### config.mk
export PLATFORM = sky130hd
export DESIGN_NAME = ipml_reg_fifo_v2_0
export DESIGN_NICKNAME = d
export VERILOG_FILES = /design/src/rtl/ipml_fifo_defs_pkg.sv /design/src/rtl/ipml_fifo_ctrl.sv /design/src/rtl/ipml_reg_fifo_v2_0.sv
export SDC_FILE = /design/constraint.sdc
export NUM_CORES = 1
export LEC_CHECK = 0
export BUFFER_PORTS_ARGS = -buffer_cell sky130_fd_sc_hd__buf_2
export CELL_PAD_IN_SITES_DETAIL_PLACEMENT = 1
export CELL_PAD_IN_SITES_GLOBAL_PLACEMENT = 1
export CORE_MARGIN = 3
export CORE_UTILIZATION = 46
export CTS_BUF_LIST = sky130_fd_sc_hd__clkbuf_16
export CTS_CLUSTER_DIAMETER = 150
export CTS_CLUSTER_SIZE = 30
export DETAILED_ROUTE_END_ITERATION = 6
export GPL_TIMING_DRIVEN = 1
export HOLD_SLACK_MARGIN = 0.08
export MAX_ROUTING_LAYER = met4
export PLACE_DENSITY_LB_ADDON = 0.1
export SKIP_CTS_REPAIR_TIMING = 1
export SYNTH_ARGS = -nofsm -noshare
export SYNTH_HDL_FRONTEND = slang
export SYNTH_SLANG_ARGS = --single-unit
### constraint.sdc
create_clock -name clk -period 2.1 [get_ports clk]
set_input_delay 0.42 -clock clk [delete_from_list [all_inputs] [get_ports clk]]
set_output_delay 0.42 -clock clk [all_outputs]
set_load 0.01 [all_outputs]
### src/rtl/ipml_fifo_defs_pkg.sv
// Shared FIFO definitions: width helpers and the write/read operation encoding
// used by the register- and RAM-based FIFO variants.
package ipml_fifo_defs;

  typedef enum logic [1:0] {
    OP_NONE = 2'b00,
    OP_RD   = 2'b01,
    OP_WR   = 2'b10,
    OP_BOTH = 2'b11
  } fifo_op_e;

  function automatic int clog2_f(input int value);
    int result;
    int v;
    result = 0;
    v      = value - 1;
    while (v > 0) begin
      result++;
      v = v >> 1;
    end
    return result;
  endfunction

  // Pointers wrap naturally, so they are exactly log2(DEPTH) bits (min 1).
  function automatic int ptr_width(input int depth);
    return (clog2_f(depth) < 1) ? 1 : clog2_f(depth);
  endfunction

  // Count must reach DEPTH itself, hence one extra bit.
  function automatic int count_width(input int depth);
    return clog2_f(depth) + 1;
  endfunction

  function automatic bit is_pow2(input int value);
    return (value > 0) && ((value & (value - 1)) == 0);
  endfunction

endpackage

### src/rtl/ipml_fifo_ctrl.sv
// FIFO bookkeeping: read/write pointers, occupancy count, full/empty and
// almost flags. Callers pass only stored writes/reads (bypass excluded).
module ipml_fifo_ctrl
  import ipml_fifo_defs::*;
#(
  parameter  int DEPTH    = 4,
  parameter  int AF_LEVEL = DEPTH - 1,
  parameter  int AE_LEVEL = 1,
  localparam int PW       = ptr_width(DEPTH),
  localparam int CW       = count_width(DEPTH)
) (
  input  logic          clk,
  input  logic          rst,
  input  logic          flush,
  input  logic          wr_en,
  input  logic          rd_en,
  output logic [PW-1:0] wptr,
  output logic [PW-1:0] rptr,
  output logic [CW-1:0] count,
  output logic          full,
  output logic          empty,
  output logic          almost_full,
  output logic          almost_empty
);

  logic [PW-1:0] wptr_q, wptr_d;
  logic [PW-1:0] rptr_q, rptr_d;
  logic [CW-1:0] count_q, count_d;
  fifo_op_e      op;

  always_comb begin
    // NOTE: every always_comb output gets a default first so no path infers a latch.
    wptr_d  = wptr_q;
    rptr_d  = rptr_q;
    count_d = count_q;
    op      = fifo_op_e'({wr_en, rd_en});
    if (flush) begin
      wptr_d  = '0;
      rptr_d  = '0;
      count_d = '0;
    end else begin
      unique case (op)
        OP_WR: begin
          wptr_d  = wptr_q + PW'(1);
          count_d = count_q + CW'(1);
        end
        OP_RD: begin
          rptr_d  = rptr_q + PW'(1);
          count_d = count_q - CW'(1);
        end
        OP_BOTH: begin
          wptr_d = wptr_q + PW'(1);
          rptr_d = rptr_q + PW'(1);
        end
        default: ;
      endcase
    end
  end

  // NOTE: state flops use non-blocking assignments so all registers update together.
  always_ff @(posedge clk or posedge rst) begin
    if (rst) begin
      wptr_q  <= '0;
      rptr_q  <= '0;
      count_q <= '0;
    end else begin
      wptr_q  <= wptr_d;
      rptr_q  <= rptr_d;
      count_q <= count_d;
    end
  end

  assign wptr         = wptr_q;
  assign rptr         = rptr_q;
  assign count        = count_q;
  assign full         = (count_q == CW'(DEPTH));
  assign empty        = (count_q == '0);
  assign almost_full  = (count_q >= CW'(AF_LEVEL));
  assign almost_empty = (count_q <= CW'(AE_LEVEL));

endmodule

### src/rtl/ipml_reg_fifo_v2_0.sv
// Register-array FIFO with valid/ready on both sides, optional first-word
// fall-through bypass, synchronous flush, count and almost flags.
module ipml_reg_fifo_v2_0
  import ipml_fifo_defs::*;
#(
  parameter  int W           = 8,
  parameter  int DEPTH       = 4,
  parameter  int FALLTHROUGH = 0,
  parameter  int AF_LEVEL    = DEPTH - 1,
  parameter  int AE_LEVEL    = 1,
  localparam int PW          = ptr_width(DEPTH),
  localparam int CW          = count_width(DEPTH)
) (
  input  logic          clk,
  input  logic          rst,
  input  logic          flush,
  input  logic          data_in_valid,
  input  logic [W-1:0]  data_in,
  output logic          data_in_ready,
  input  logic          data_out_ready,
  output logic [W-1:0]  data_out,
  output logic          data_out_valid,
  output logic [CW-1:0] count,
  output logic          almost_full,
  output logic          almost_empty
);

  if (W < 1) begin : g_bad_width
    $error("ipml_reg_fifo_v2_0: W must be >= 1");
  end
  if (DEPTH < 2 || !is_pow2(DEPTH)) begin : g_bad_depth
    $error("ipml_reg_fifo_v2_0: DEPTH must be a power of 2 and >= 2");
  end
  if (AF_LEVEL < 1 || AF_LEVEL > DEPTH) begin : g_bad_af
    $error("ipml_reg_fifo_v2_0: AF_LEVEL must be in 1..DEPTH");
  end
  if (AE_LEVEL < 0 || AE_LEVEL > DEPTH - 1) begin : g_bad_ae
    $error("ipml_reg_fifo_v2_0: AE_LEVEL must be in 0..DEPTH-1");
  end

  logic [W-1:0]  mem_q [DEPTH];
  logic [W-1:0]  mem_d [DEPTH];
  logic [PW-1:0] wptr, rptr;
  logic          full, empty;
  logic          bypass, write, read, stored_wr, stored_rd;

  ipml_fifo_ctrl #(
    .DEPTH   (DEPTH),
    .AF_LEVEL(AF_LEVEL),
    .AE_LEVEL(AE_LEVEL)
  ) u_ctrl (
    .clk         (clk),
    .rst         (rst),
    .flush       (flush),
    .wr_en       (stored_wr),
    .rd_en       (stored_rd),
    .wptr        (wptr),
    .rptr        (rptr),
    .count       (count),
    .full        (full),
    .empty       (empty),
    .almost_full (almost_full),
    .almost_empty(almost_empty)
  );

  // A word that enters and leaves in the same bypass cycle never touches storage.
  always_comb begin
    bypass         = (FALLTHROUGH != 0) && empty;
    data_in_ready  = ~flush & ~full;
    data_out_valid = ~flush & (bypass ? data_in_valid : ~empty);
    data_out       = bypass ? data_in : mem_q[rptr];
    write          = data_in_valid & data_in_ready;
    read           = data_out_valid & data_out_ready;
    stored_wr      = write & ~(bypass & read);
    stored_rd      = read & ~bypass;
    mem_d          = mem_q;
    if (stored_wr) mem_d[wptr] = data_in;
  end

  // NOTE: the array is reset so data_out reads zero out of reset; it is small enough to be plain flops.
  always_ff @(posedge clk or posedge rst) begin
    if (rst) mem_q <= '{default: '0};
    else     mem_q <= mem_d;
  end

endmodule

==> impl_metrics.env, run 1 <==
export IMPL_status="finished clean"
export IMPL_tightest_slew_ps=486.4
export IMPL_antennaDiodeCount=0
export IMPL_syn_to_final_growth_pct=17.01
export IMPL_ant_nets=0
export IMPL_yosysWarnings=0
export IMPL_fin_crit_sh=0.9418
export IMPL_hold_viol_final=0
export IMPL_worstPathRequired_ps=1680
export IMPL_synth_area_leaders="dfrtp_1 (49%), mux2_2 (19%), mux4_2 (9.0%)"
export IMPL_die_y_um=71.83
export IMPL_drtIter0Drc=40
export IMPL_async_flop_share=1.000
export IMPL_fmax_mhz=505.6
export IMPL_synth_edf_count=0
export IMPL_finalNetCount=194
export IMPL_finalSetupTns_ps=0
export IMPL_startpoint_type="flip-flop"
export IMPL_cp_slowest_stage_delay_ps=400
export IMPL_cts_tree="built"
export IMPL_worstSkewPairLatency_ps=280
export IMPL_viasPerCell=5.547
export IMPL_cp_slowest_cell="dfrtp_1"
export IMPL_worstSetupPathType="reg -> out"
export IMPL_total_power_mw=3.183
export IMPL_antenna_found_initial=0
export IMPL_skew_ps=3.391
export IMPL_crit_chain="inv_1 -> ha_4 -> nor2b_4 -> nor2_1 -> buf_2"
export IMPL_setup_viol_count_final=0
export IMPL_worstPathMaxFanout=8
export IMPL_globalplace_congestion=0.7867
export IMPL_synth_seq_cells=39
export IMPL_syn_num_nets=162
export IMPL_initial_utilization=0.4878
export IMPL_vias=1237
export IMPL_avgRoutedWirePerCell_um=18.25
export IMPL_yosysSeqAreaShare=0.4896
export IMPL_grt_total_usage=0.1866
export IMPL_cp_end_kind="output port"
export IMPL_synthTopCellsByCount="dfrtp_1 (39), mux2_2 (33), ha_1 (9)"
export IMPL_top_level_ports=28
export IMPL_synth_cell_area_um2=1993
export IMPL_numClockSinks=39
export IMPL_synthCells=140
export IMPL_firstDrtPassIters=4
export IMPL_grt_max_degree=40
export IMPL_rsz0062_at_grt="false"
export IMPL_multi_input_area_um2=959.7
export IMPL_overflow=0
export IMPL_cp_top_family="flip-flops"
export IMPL_p_leak_nw=1.100
export IMPL_synth_top_area_cell="dfrtp_1"
export IMPL_arrival_ps=1560
export IMPL_path_clk_slew_ps=60
export IMPL_yosysTopAreaCellShare=0.4896
export IMPL_drive_above_1_share=0.5202
export IMPL_cp_num_buf_inv=2
export IMPL_register_area_um2=977.2
export IMPL_min_period_ps=1978
export IMPL_cap_violations=0
export IMPL_synth_main_ff_cell="dfrtp_1"
export IMPL_cts_root_buf="clkbuf_16"
export IMPL_die_w_um=71.83
export IMPL_slew_violations=0
export IMPL_hpwl_um=2903
export IMPL_wirelength_um=4069
export IMPL_hold_class="in -> async"
export IMPL_slew_headroom=0.6758
export IMPL_placementRows=23
export IMPL_drcViolationCount=0
export IMPL_syn_area_per_cell_um2=14.24
export IMPL_grt_pass1_wl_um=6900
export IMPL_finish_utilization=0.5707
export IMPL_numCtsBuffers=5
export IMPL_synth_distinct_cells=27
export IMPL_clk_path_buf_depth=2
export IMPL_grt_pass1_vias=1417
export IMPL_post_synth_top_count_cell="dfrtp_1"
export IMPL_fill_cells=414
export IMPL_port_buffers=27
export IMPL_ir_drop_v=0.0005917
export IMPL_core_region_area_um2=4086
export IMPL_die_area_um2=5159
export IMPL_htreeDepth=2
export IMPL_cellPowerDensity_nw_per_um2=1365
-- report_power, final --
part | leakage (nW) | total [mW] | internal [mW] | switching [mW]
clock network | 0.0674 | 0.736 | 0.437 | 0.299
registers | 0.494 | 1.22 | 1.05 | 0.178
logic | 0.538 | 1.22 | 0.675 | 0.547
-- final timing paths --
path / from / to / slack, ps / depth (start not counted)
min: rst / mem_q[0]$_DFFE_PP0P_ / 250 / 3
max reg2reg: u_ctrl.count[1]$_DFFE_PP0P_ / mem_q[23]$_DFFE_PP0P_ / 180 / 5
min in group clk: data_in[1] / mem_q[1]$_DFFE_PP0P_ / 410 / 2
min reg2reg: mem_q[12]$_DFFE_PP0P_ / mem_q[12]$_DFFE_PP0P_ / 500 / 1
max in group asynchronous: rst / u_ctrl.count[2]$_DFFE_PP0P_ / 1490 / 3
max: u_ctrl.count[1]$_DFFE_PP0P_ / data_out_valid / 120 / 5
-- kinds of logic after synthesis --
family | count (synthesis) | share of synthesized area
and+or+nand+nor | 21 | 0.06968
adders and majority gates | 10 | 0.06215
muxes | 42 | 0.2825
AOI/OAI and AO/OA | 12 | 0.04771
buffers and inverters | 13 | 0.03515
xor gates and xnor gates | 3 | 0.01319
DFF | 39 | 0.4896
-- cells in the final DEF (no fill, tap or decap), types with 2 or more instances in the layout --
cell type  count
mux2_2        33
buf_2         27
nand2_4        3
o21ai_0        2
mux4_2         8
a21oi_1        4
clkbuf_16      5
nand2_1        6
dfrtp_1       38
inv_1          8
xnor2_1        3
ha_1           8
nor2_1         6
buf_4          3
a211oi_1       2
-- stage by stage --
step                setup slack (ps)  cell area [µm²]  cells  hold WS [ps]
floorplan                      195.4             1993    140         473.8
global placement               103.0             2173    215         481.2
detailed placement             75.92             2173    215         489.9
CTS                           -31.27             2318    223         266.4
global route                   31.86             2332    223         294.7
finish                         122.2             2332    223         246.3
-- sequential cells by signal, summed over array words and instances, names as in the netlist --
register	count
mem_q	32
u_ctrl.count	3
u_ctrl.rptr	2
u_ctrl.wptr	2
-- area by class of cell --
cell class,instances,share of cell area
clock inverters,3,0.008584
well taps,50,0.02682
clock buffers,5,0.05365
multi-input cells,88,0.4115
flip-flops and latches,39,0.4190
inverters,8,0.01288
repair buffers,30,0.06760
-- layer usage --
layer | wire [µm] | share of wire | vias to the layer above | GRT usage
li1 | - | - | 566 | -
met1 | 1714 | 0.42 | 641 | 0.2172
met2 | 2138 | 0.53 | 22 | 0.3122
met3 | 140 | 0.034 | 8 | 0.05049
met4 | 76 | 0.019 | 0 | 0.06263
met5 | 0 | 0 | - | -
-- tightest hold or removal path: stages --
cell and delay, ps:
buf_2 100, inv_1 40, buf_4 410
No activity file was read; power rests on OpenSTA's default activity.
==> run 2, diff against run 1 <==
==> constraint.sdc (replaced) <==
create_clock -name clk -period 2.08 [get_ports clk]
set_input_delay 0.416 -clock clk [delete_from_list [all_inputs] [get_ports clk]]
set_output_delay 0.416 -clock clk [all_outputs]
set_load 0.01 [all_outputs]
==> impl_metrics.env, run 2 (synthesis results as in run 1) <==
export IMPL_status="finished clean"
export IMPL_worstPathMaxFanout=6
export IMPL_overflow=0
export IMPL_setup_viol_count_final=0
export IMPL_grt_pass1_vias=1403
export IMPL_cap_violations=0
export IMPL_cp_top_family="flip-flops"
export IMPL_top_level_ports=28
export IMPL_cp_slowest_cell="dfrtp_1"
export IMPL_fin_crit_sh=0.9573
export IMPL_wl_met2_um=2318
export IMPL_drcViolationCount=0
export IMPL_cts_tree="built"
export IMPL_power_share_clock=0.260
export IMPL_crit_chain="inv_1 -> ha_2 -> nor2b_4 -> nor2_1 -> buf_2"
export IMPL_grt_pass1_wl_um=7348
export IMPL_place_area_um2=2181
export IMPL_rsz0062_at_grt="false"
export IMPL_antennaDiodeCount=0
export IMPL_initial_utilization=0.4878
export IMPL_numCtsBuffers=5
export IMPL_ir_drop_v=0.0005177
export IMPL_numClockSinks=39
export IMPL_globalplace_congestion=0.8010
export IMPL_die_y_um=71.83
export IMPL_final_common_cell="dfrtp_1"
export IMPL_fill_cells=418
export IMPL_top_register="mem_q"
export IMPL_grt_max_degree=40
export IMPL_core_region_area_um2=4086
export IMPL_vias=1244
export IMPL_cellPowerDensity_nw_per_um2=1424
export IMPL_p_int_mw=2.293
export IMPL_startpoint_type="flip-flop"
export IMPL_hpwl_um=3124
export IMPL_cts_root_buf="clkbuf_16"
export IMPL_hold_class="in -> async"
export IMPL_p_leak_nw=1.120
export IMPL_switching_share=0.3151
export IMPL_die_w_um=71.83
export IMPL_clk_path_buf_depth=2
export IMPL_cp_slowest_stage_delay_ps=410
export IMPL_drive_above_1_share=0.5230
export IMPL_met3_length_um=147
export IMPL_worstPathRequired_ps=1660
export IMPL_finalSetupTns_ps=0
export IMPL_arrival_ps=1580
export IMPL_wl_met1_um=1884
export IMPL_placementRows=23
export IMPL_largest_register_ffs=32
export IMPL_hold_viol_final=0
export IMPL_worstSetupPathType="reg -> out"
export IMPL_port_buffers=27
export IMPL_die_area_um2=5159
export IMPL_syn_to_final_growth_pct=18.02
export IMPL_fmax_mhz=502.2
export IMPL_cp_end_kind="output port"
export IMPL_slew_headroom=0.6716
export IMPL_drtIter0Drc=38
export IMPL_tightest_slew_ps=492.7
export IMPL_highest_layer="met4"
export IMPL_fin_area_um2=2352
export IMPL_antenna_found_initial=0
export IMPL_avgRoutedWirePerCell_um=19.66
export IMPL_p_comb_frac=0.365
export IMPL_htreeDepth=2
export IMPL_ant_nets=0
export IMPL_path_clk_slew_ps=60
export IMPL_slew_violations=0
export IMPL_final_cell_mix="dfrtp_1 (39), mux2_2 (33), buf_2 (27)"
export IMPL_switching_power_mw=1.055
export IMPL_skew_ps=6.025
export IMPL_cp_num_buf_inv=2
export IMPL_wirelength_um=4404
export IMPL_min_period_ps=1991
export IMPL_viasPerCell=5.554
export IMPL_pwr_share_seq=0.375
export IMPL_total_power_mw=3.349
export IMPL_firstDrtPassIters=3
export IMPL_finalNetCount=195
export IMPL_grt_total_usage=0.1990
export IMPL_worstSkewPairLatency_ps=280
[run 2: changes by cell type in the layout (fill, tap and decap cells not counted), sizes merged]
cell	before	now
buf	30	31
bufinv	0	1
clkinvlp	1	0
[run 2: cell type report]
class,instances,area [µm²],area share
sequential,39,975.9,0.4149
multi-input combinational,88,949.7,0.4037
timing repair buffer,31,165.2,0.07021
clock buffer,5,125.1,0.05319
tap,50,62.56,0.02660
clock inverter,3,43.79,0.01862
inverter,8,30.03,0.01277
[run 2: tightest hold or removal path: cells and delay by family]
family / cells / cell delay [ps]
buf+inv: 3 / 550
[run 2: path summary, 6_finish.rpt]
kind / cells past startpoint / from / slack (ps) / to
min in group clk: 2 / data_in[0] / 410 / mem_q[8]$_DFFE_PP0P_
min: 3 / rst / 240 / mem_q[13]$_DFFE_PP0P_
min reg2reg: 1 / mem_q[12]$_DFFE_PP0P_ / 510 / mem_q[12]$_DFFE_PP0P_
max: 5 / u_ctrl.count[0]$_DFFE_PP0P_ / 90 / data_out_valid
max reg2reg: 5 / u_ctrl.count[0]$_DFFE_PP0P_ / 210 / mem_q[16]$_DFFE_PP0P_
max in group asynchronous: 3 / rst / 1500 / u_ctrl.count[2]$_DFFE_PP0P_
[run 2: stage by stage]
step	worst slack [ps]	cells	util	hold slack, ps
floorplan	175.4	140	-	473.8
finish	88.84	224	0.5756	242.5
CTS	-3.412	224	0.5750	263.6
global route	1.230	224	0.5756	295.0
detailed placement	176.7	216	0.5337	487.6
global placement	239.7	216	0.5337	481.5
[run 2: power groups by stage]
stage | sequential, mW | combinational [mW] | clock, mW
detailed placement | 1.27 | 1.22 | 0
CTS | 1.26 | 1.24 | 0.885
floorplan | 1.18 | 0.921 | 0
global placement | 1.23 | 1.17 | 0
finish | 1.26 | 1.22 | 0.871
global route | 1.30 | 1.35 | 0.927
[run 2: metal layers]
layer / track usage / up-vias
met1: 0.2386 / 654
met2: 0.3316 / 20
li1: - / 564
met3: 0.04769 / 6
met4: 0.06263 / 0
met5: - / -
==> run 3, diff against run 2 <==
==> constraint.sdc (replaced) <==
create_clock -name clk -period 2 [get_ports clk]
set_input_delay 0.4 -clock clk [delete_from_list [all_inputs] [get_ports clk]]
set_output_delay 0.4 -clock clk [all_outputs]
set_load 0.01 [all_outputs]
==> impl_metrics.env, run 3 (synthesis results as in run 1) <==
export IMPL_use_met2=0.3265
export IMPL_top_usage_layer="met2"
export IMPL_power_share_clock=0.277
export IMPL_cts_root_buf="clkbuf_16"
export IMPL_use_met1=0.2509
export IMPL_worstSetupPathType="reg -> out"
export IMPL_grt_total_usage=0.2025
export IMPL_largest_register_ffs=32
export IMPL_top_level_ports=28
export IMPL_htreeDepth=2
export IMPL_p_int_mw=2.537
export IMPL_numClockSinks=39
export IMPL_cp_slowest_cell="dfrtp_1"
export IMPL_worstPathRequired_ps=1600
export IMPL_die_area_um2=5159
export IMPL_crit_chain="inv_1 -> ha_2 -> nor2b_4 -> nor2_1 -> buf_2"
export IMPL_arrival_ps=1560
export IMPL_die_y_um=71.83
export IMPL_r2r_setup_slack_ps=160
export IMPL_cp_slowest_stage_delay_ps=410
export IMPL_cts_tree="built"
export IMPL_slew_headroom=0.6741
export IMPL_finalSetupTns_ps=0
export IMPL_wirelength_um=4527
export IMPL_worst_r2r_endpoint="mem_q[22]$_DFFE_PP0P_"
export IMPL_globalplace_congestion=0.7809
export IMPL_grtUsageMet3=0.04769
export IMPL_grt_max_degree=40
export IMPL_avgRoutedWirePerCell_um=20.03
export IMPL_cp_num_buf_inv=2
export IMPL_clk_path_buf_depth=2
export IMPL_drive_above_1_share=0.5284
export IMPL_cp_end_kind="output port"
export IMPL_antennaDiodeCount=0
export IMPL_drtIter0Drc=78
export IMPL_vias=1264
export IMPL_ir_drop_v=0.0006694
export IMPL_syn_to_final_growth_pct=19.84
export IMPL_numCtsBuffers=5
export IMPL_finalNetCount=197
export IMPL_core_region_area_um2=4086
export IMPL_fmax_mhz=510.9
export IMPL_startpoint_type="flip-flop"
export IMPL_initial_utilization=0.4878
export IMPL_drcViolationCount=0
export IMPL_cap_violations=0
export IMPL_place_area_um2=2196
export IMPL_fin_crit_sh=0.9787
export IMPL_fin_cells=226
export IMPL_path_clk_slew_ps=60
export IMPL_hold_viol_final=0
export IMPL_firstDrtPassIters=4
export IMPL_die_w_um=71.83
export IMPL_overflow=0
export IMPL_grt_pass1_vias=1416
export IMPL_p_comb_frac=0.366
export IMPL_pwr_share_seq=0.356
export IMPL_r2r_start="u_ctrl.count[0]$_DFFE_PP0P_"
export IMPL_final_cell_mix="dfrtp_1 (38), mux2_2 (33), buf_2 (27)"
export IMPL_min_period_ps=1957
export IMPL_final_common_cell="dfrtp_1"
export IMPL_port_buffers=27
export IMPL_grt_pass1_wl_um=7472
export IMPL_status="finished clean"
export IMPL_switching_share=0.3069
export IMPL_skew_ps=3.992
export IMPL_top_register="mem_q"
export IMPL_switching_power_mw=1.123
export IMPL_viasPerCell=5.593
export IMPL_placementRows=23
export IMPL_worstSkewPairLatency_ps=280
export IMPL_setup_viol_count_final=0
export IMPL_slew_violations=0
export IMPL_tightest_slew_ps=488.8
export IMPL_dp_cells=218
export IMPL_p_leak_nw=1.139
export IMPL_hpwl_um=3026
export IMPL_ant_nets=0
export IMPL_antenna_found_initial=0
export IMPL_cellPowerDensity_nw_per_um2=1532
export IMPL_hold_class="in -> async"
export IMPL_worstPathMaxFanout=6
export IMPL_r2r_cells=5
export IMPL_cp_top_family="flip-flops"
export IMPL_fin_area_um2=2389
==> run 3: cell types whose count changed in the layout (fill, tap and decap cells not counted) <==
cell / change
clkinv_2: -1
bufinv_16: +1
clkinv_4: -1
buf_4: +2
dfrtp_1: -1
dfrtp_2: +1
inv_1: +1
==> run 3: per-layer routing <==
metal  vias up  wire, µm
met2        27      2417
met4         0        64
met5         -         0
li1        569         -
met1       662      1871
met3         6       174
==> run 3: area by class of cell <==
type,count,area [µm²]
fill,419,1698
clock inverter,3,63.81
sequential,39,977.2
tap,50,62.56
clock buffer,5,125.1
inverter,8,30.03
multi-input combinational,88,949.7
timing repair buffer,33,180.2
==> run 3: worst max path at each step <==
stage / endpoint / slack [ps] / cells past startpoint / start
floorplan: mem_q[16]$_DFFE_PP0P_ / 100 / 6 / u_ctrl.count[0]$_DFFE_PP0P_
global placement: mem_q[23]$_DFFE_PP0P_ / 220 / 5 / u_ctrl.count[0]$_DFFE_PP0P_
detailed placement: mem_q[22]$_DFFE_PP0P_ / 140 / 5 / u_ctrl.count[0]$_DFFE_PP0P_
CTS: data_out_valid / -20 / 5 / u_ctrl.count[0]$_DFFE_PP0P_
global route: data_out_valid / -5 / 5 / u_ctrl.count[0]$_DFFE_PP0P_
finish: data_out_valid / 40 / 5 / u_ctrl.count[0]$_DFFE_PP0P_
==> run 3: through the flow <==
step             util  power, mW  setup slack [ps]  hold slack, ps
2_1_floorplan       -      2.183             95.36           473.8
3_3_place_gp   0.5374      2.521             217.7           481.1
3_5_place_dp   0.5374      2.613             136.8           494.6
4_1_cts        0.5836      3.677            -16.98           243.8
5_1_grt        0.5845      3.891            -4.802           273.8
6_report       0.5845      3.660             42.55           226.5
==> run 3: worst reg2reg max path: stages, from the launching register on <==
cell	delay (ps)
dfrtp_1	400
inv_1	110
ha_2	270
a21oi_1	170
and3_1	390
mux2_2	390
==> run 3: power by group through the flow <==
stage,Clock (mW),Combinational [mW],Sequential [mW]
floorplan,0,0.958,1.22
global placement,0,1.24,1.28
detailed placement,0,1.30,1.32
CTS,1.04,1.33,1.31
global route,1.07,1.48,1.35
finish,1.01,1.34,1.30
